## config.mk

```make
export PLATFORM = sky130hd
export DESIGN_NAME = pipelined_mux_tree
export DESIGN_NICKNAME = d
export VERILOG_FILES = /design/src/rtl/pipelined_mux_tree.sv
export SDC_FILE = /design/constraint.sdc
export NUM_CORES = 1
export LEC_CHECK = 0
export BUFFER_PORTS_ARGS = -buffer_cell sky130_fd_sc_hd__clkbuf_2
export CELL_PAD_IN_SITES_DETAIL_PLACEMENT = 0
export CELL_PAD_IN_SITES_GLOBAL_PLACEMENT = 1
export CORE_MARGIN = 4
export CORE_UTILIZATION = 37
export DETAILED_ROUTE_END_ITERATION = 8
export GPL_ROUTABILITY_DRIVEN = 0
export PLACE_DENSITY_LB_ADDON = 0.1
export SKIP_LAST_GASP = 1
export SLEW_MARGIN = 5
export SYNTH_ARGS = -nofsm -noshare
export SYNTH_HDL_FRONTEND = slang
export SYNTH_SLANG_ARGS = --single-unit
export TNS_END_PERCENT = 100
```

## constraint.sdc

```tcl
create_clock -name clk -period 1.4 [get_ports clk]
set_clock_uncertainty 0.1 [all_clocks]
set_input_delay 0.21 -clock clk [delete_from_list [all_inputs] [get_ports clk]]
set_output_delay 0.21 -clock clk [all_outputs]
set_load 0.02 [all_outputs]
```

## src/rtl/pipelined_mux_tree.sv

```systemverilog
// Pipelined NUM_IN:1 word selector: one registered 2:1 reduction level per select bit,
// with a valid/ready handshake and per-stage bubble collapsing.
module pipelined_mux_tree #(
    parameter int WIDTH = 8,
    parameter int SEL_W = 4
) (
    input  logic                            clk,
    input  logic                            rst_n,
    input  logic                            in_valid,
    output logic                            in_ready,
    input  logic [SEL_W-1:0]                in_sel,
    input  logic [(WIDTH << SEL_W)-1:0]     in_data,
    output logic                            out_valid,
    input  logic                            out_ready,
    output logic [WIDTH-1:0]                out_data,
    output logic [SEL_W-1:0]                out_sel,
    output logic                            busy
);

    localparam int NUM_IN = 1 << SEL_W;

    logic [SEL_W-1:0] v_all;
    logic [SEL_W-1:0] load;

    assign in_ready = load[0];
    assign busy     = |v_all;

    generate
        for (genvar gi = 0; gi < SEL_W; gi++) begin : gen_stage
            localparam int NW_IN  = NUM_IN >> gi;
            localparam int NW_OUT = NW_IN / 2;

            logic [NW_IN*WIDTH-1:0]  src_words;
            logic                    src_v;
            logic [SEL_W-1:0]        src_sel;
            logic [NW_OUT*WIDTH-1:0] red_words;
            logic [NW_OUT*WIDTH-1:0] words_reg;
            logic                    v_reg;
            logic [SEL_W-1:0]        sel_reg;

            if (gi == 0) begin : gen_src_in
                assign src_words = in_data;
                assign src_v     = in_valid;
                assign src_sel   = in_sel;
            end else begin : gen_src_prev
                assign src_words = gen_stage[gi-1].words_reg;
                assign src_v     = gen_stage[gi-1].v_reg;
                assign src_sel   = gen_stage[gi-1].sel_reg;
            end

            // Select bit gi picks between adjacent words, so bit 0 resolves first.
            for (genvar gj = 0; gj < NW_OUT; gj++) begin : gen_pair
                assign red_words[gj*WIDTH +: WIDTH] = src_sel[gi]
                    ? src_words[(2*gj+1)*WIDTH +: WIDTH]
                    : src_words[(2*gj)*WIDTH +: WIDTH];
            end

            // Unrolled stall chain: a stage may load unless it and every stage
            // after it are full while the consumer is stalled.
            assign load[gi] = out_ready | ~(&v_all[SEL_W-1:gi]);

            always_ff @(posedge clk) begin
                if (!rst_n) begin
                    v_reg     <= 1'b0;
                    words_reg <= '0;
                    sel_reg   <= '0;
                end else if (load[gi]) begin
                    v_reg     <= src_v;
                    words_reg <= red_words;
                    sel_reg   <= src_sel;
                end
            end

            assign v_all[gi] = v_reg;

            if (gi == SEL_W - 1) begin : gen_out
                assign out_valid = v_reg;
                assign out_data  = words_reg;
                assign out_sel   = sel_reg;
            end
        end
    endgenerate

endmodule

```

## Yosys cells after proc, flatten, opt, wreduce, memory -nomap -nowiden

Index checks and enable logic that the tools add are counted.

| operators by class | value |
|---|---|
| muxes and demuxes | 15 |
| bitwise gates (word level) | 8 |
| reduce and logical (&&, ||, !) cells | 4 |

Operators by type and width:

| cell | count |
|---|---|
| 8-bit two-way mux | 15 |
| 1-bit inverter | 4 |
| 1-bit bitwise OR | 4 |
| 4-bit AND reduction | 1 |
| 4-bit OR reduction | 1 |
| 3-bit AND reduction | 1 |
| 2-bit AND reduction | 1 |

| storage, ports and cells | value |
|---|---|
| register bits after elaboration | 140 |
| input bits | 136 |
| logic and storage cells | 39 |

## Depth between registers and ports, before layout

| depth | value |
|---|---|
| depth in word-level cells | 3 |
| depth in mapped cells | 6 |
| depth with buffers taken out | 3 |

## Worst setup path after synthesis

OpenSTA, ideal clock, no wires.

| timing path | value |
|---|---|
| path kind | reg2out |
| from | reg gen_stage[3].v_reg (netlist: out_valid) |
| to | out in_ready |
| data arrival time | 1310 ps |
| data required time | 1090 ps |
| path slack | -220 ps |
| stages on the path, launching flop included | 7 |
| buffers on the path | 3 |
| cells stage by stage | dfxtp_1 > and4b_1 > buf_6 > and2_1 > buf_6 > buf_6 > inv_1 |

| between the ends | value |
|---|---|
| cells in the longest elaborated chain, start to end | 3 |

Ends and longest elaborated chain:

| item | line | RTL |
|---|---|---|
| start: declaration | 38 | `logic v_reg;` |
| start signal: assignment | 68 | `v_reg <= src_v;` |
| 4-bit AND reduction | 60 | `assign load[gi] = out_ready \| ~(&v_all[SEL_W-1:gi]);` |
| 1-bit inverter | 60 |  |
| 1-bit bitwise OR | 60 |  |
| end: declaration | 10 | `output logic in_ready,` |

Every way passes these cells.

## Worst setup path in the final report

| timing path | value |
|---|---|
| from | reg gen_stage[2].v_reg |
| to | out busy |

| between the ends | value |
|---|---|
| cells in the longest elaborated chain, start to end | 1 |

Ends and longest elaborated chain:

| item | line | RTL |
|---|---|---|
| start: declaration | 38 |  |
| start signal: assignment | 68 |  |
| 4-bit OR reduction | 26 | `assign busy = \|v_all;` |
| end: declaration | 17 | `output logic busy` |

Every way passes these cells.

==> summary.md <==
| Metric | Value |
|---|---|
| Routed wire length | `18200 um` |
| Remaining antenna violation count | `0` |
| Final Cycle Share | `123%` |
| WP data required | `1.09 ns` |
| I/O pins | `151` |
| R2R setup slack | `-0.20 ns` |
| Net Count, Synth | `between 800 and 900` |
| TritonCTS clock tree | `done` |
| Critical Path Sink | `busy` |
| Dominant cell type by area after synthesis | `dfxtp_1` |
| Pwr dens | `1080 nW/um2` |
| Avg WL per Cell | `around 17 um` |
| Met1 wire length | `8710 um` |
| Slew HR | `76.9%` |
| Min cycle time layout | `between 1.5 and 2 ns` |
| Initial antenna violation count | `0` |
| Clock sink count | `140` |
| Max-capacitance violation count | `0` |
| Horiz. Die Dim | `approximately 140 um` |
| Top cell type's share of synthesized area | `42.9%` |
| Largest register FFs | `112` |
| Mapped Cells | `694` |
| RSZ-0062 raised after global routing | `true` |
| DRT iter0 DRCs | `348` |
| Global route overflow | `0` |
| Distinct cells, synth | `22` |
| Worst Reg-to-Reg Cells | `7` |
| CTS Root Cell | `clkbuf_16` |
| Row count | `48` |
| RR Endpoint | `gen_stage[0].words_reg[14]` |
| Worst-Skew Late Latency | `approximately 0.42 ns` |
| Clock-pin slew on the worst setup and hold paths | `0.05 ns` |
| Syn Area/Cell | `9.40 um2` |
| Top layer in use | `met4` |
| Total die area | `19800 um2` |
| Vias | `approximately 5.7k` |
| Final setup fails | `77` |
| Commonest non-fill, non-tap cell in the layout | `clkbuf_2` |
| Worst hold path class | `in -> reg` |
| Crit-path max FO | `3` |
| Failing checks | `setup timing` |
| Worst-Margin Slew | `0.337 ns` |
| DR pass1 iterations | `6` |
| Sequential area share after synthesis | `42.9%` |
| Worst setup margin | `-0.320 ns` |
| CTS Buf Count | `17` |
| Dpl hpwl | `~11000 um` |
| Clock buffer depth | `2` |
| Share of layout cells above drive strength 1 | `around 44%` |
| Top cells by area, synth | `dfxtp_1, mux2_2, mux2i_1, o211a_1, nand2_1` |
| Flip-flop and latch count after synthesis | `140` |
| Nets | `991` |
| Worst setup SP type | `flop` |
| Vias per inst | `5.23` |
| Status | `finished, violations left` |
| Die height | `about 140 um` |
| Global-route wire length before repair | `28500 um` |
| CP Capture Type | `primary output` |
| Most frequent cells in the layout | `clkbuf_2, dfxtp_1, nand2_1` |
| Leakage | `4.42 nW` |
| Worst Path Arrival | `between 1 and 1.5 ns` |
| Ant. Diodes | `0` |
| WL met3 | `678 um` |
| DR DRC count | `0` |
| Inst Count DP | `1027` |
| Fin cells | `1092` |
| Routed wl met2 | `8700 um` |
| Max rail drop VDD | `0.000837 V` |
| Largest net degree at the start of global routing | `69` |
| Setup tns final | `-12.23 ns` |
| CTS H-tree depth | `4` |
| Crit path kind | `reg -> out` |
| CORE AREA | `17300 um2` |
| Max Clock Freq | `582 MHz` |
| Synth Warn # | `0` |
| Total GRT Usage | `17.6%` |
| Netlist Area Pre-Place | `roughly 6500 um2` |
| RR Startpoint | `out_valid` |
| Port Buffer Count | `150` |
| Starting Density | `37.7%` |
| Vias in the first global route | `~5.7k` |
| Max-slew violations | `0` |
| Syn-to-layout area delta | `39.9%` |
| Final count of hold timing violations | `0` |
| Beginning of the critical path | `gen_stage[2].v_reg` |
-- power by group --
group | leakage [nW] | internal (mW) | switching, mW | total (mW)
clock network | 0.286 | 2.79 | 1.58 | 4.37
logic | 2.97 | 0.627 | 0.518 | 1.14
registers | 1.16 | 4.21 | 0.124 | 4.34
-- synthesized netlist by cell type --
cell,instances
and4b_1,1
nand4b_1,1
nand2_1,143
o21ai_1,9
and2_1,1
mux2i_1,63
dfxtp_1,140
o21ai_0,56
nand4_1,65
o211a_1,56
o21a_1,3
buf_6,9
inv_1,2
buf_2,21
or4_1,1
buf_1,4
mux2_2,64
nand3b_1,1
nor2b_1,5
nand2b_1,1
clkbuf_1,39
a21boi_0,9
-- cell type report --
type	count	area (um2)
Inverter	2	12.5
Tap cell	225	282
Clock buffer	24	492
Clock inverter	7	87.6
Sequential cell	140	2810
Fill cell	1611	8160
Multi-Input combinational cell	479	3610
Timing Repair Buffer	215	1840
-- worst min path at each step --
stage | slack (ns) | from | depth (start not counted) | end
global route | 0.08 | rst_n | 3 | gen_stage[0].sel_reg[1]
finish | 0.07 | rst_n | 3 | gen_stage[0].words_reg[62]
CTS | 0.05 | rst_n | 3 | gen_stage[0].words_reg[62]
global placement | 0.34 | in_sel[1] | 3 | gen_stage[0].sel_reg[1]
floorplan | 0.23 | in_valid | 1 | gen_stage[0].v_reg
detailed placement | 0.34 | in_sel[2] | 3 | gen_stage[0].sel_reg[2]
-- metrics by stage --
step           util [%]  hold WS [ns]  power [mW]  worst slack, ns  cell area, um2
2_1_floorplan         -         0.234        5.03          -0.0352            6540
3_3_place_gp       44.1         0.339        5.43        0.0000272            7630
3_5_place_dp       44.1         0.344        5.45          -0.0609            7630
4_1_cts            50.3        0.0466        9.88           -0.354            8690
5_1_grt            52.8        0.0793        10.3           -0.368            9130
6_report           52.8        0.0684        9.85           -0.320            9130
-- logic make-up after synthesis --
group / Yosys count / synth area share (%)
AOI/OAI and AO/OA: 133 / 15.0
muxes: 127 / 20.7
DFF: 140 / 42.9
and+or+nand+nor: 219 / 15.6
buffers and inverters: 75 / 5.75
-- layer usage --
layer,GRT usage (%),up-vias
met5,0,-
met1,24.8,2733
met3,3.66,6
li1,-,2842
met2,27.3,125
met4,5.05,0
-- what timing repair did --
action                                  4_1_cts  5_1_grt
gates resized for setup                      88       97
hold buffers                                  4        0
endpoints found under the hold margin         4        0
setup buffers                                11        6
pin swaps                                    42       28
endpoints found under the setup margin       58      131
gates cloned                                  8        9
-- critical path, stage by stage, from the launching register on --
cell and delay (ns):
dfxtp_2 0.32, or4_4 0.54, buf_8 0.14
Power figures use the tool's default switching activity.
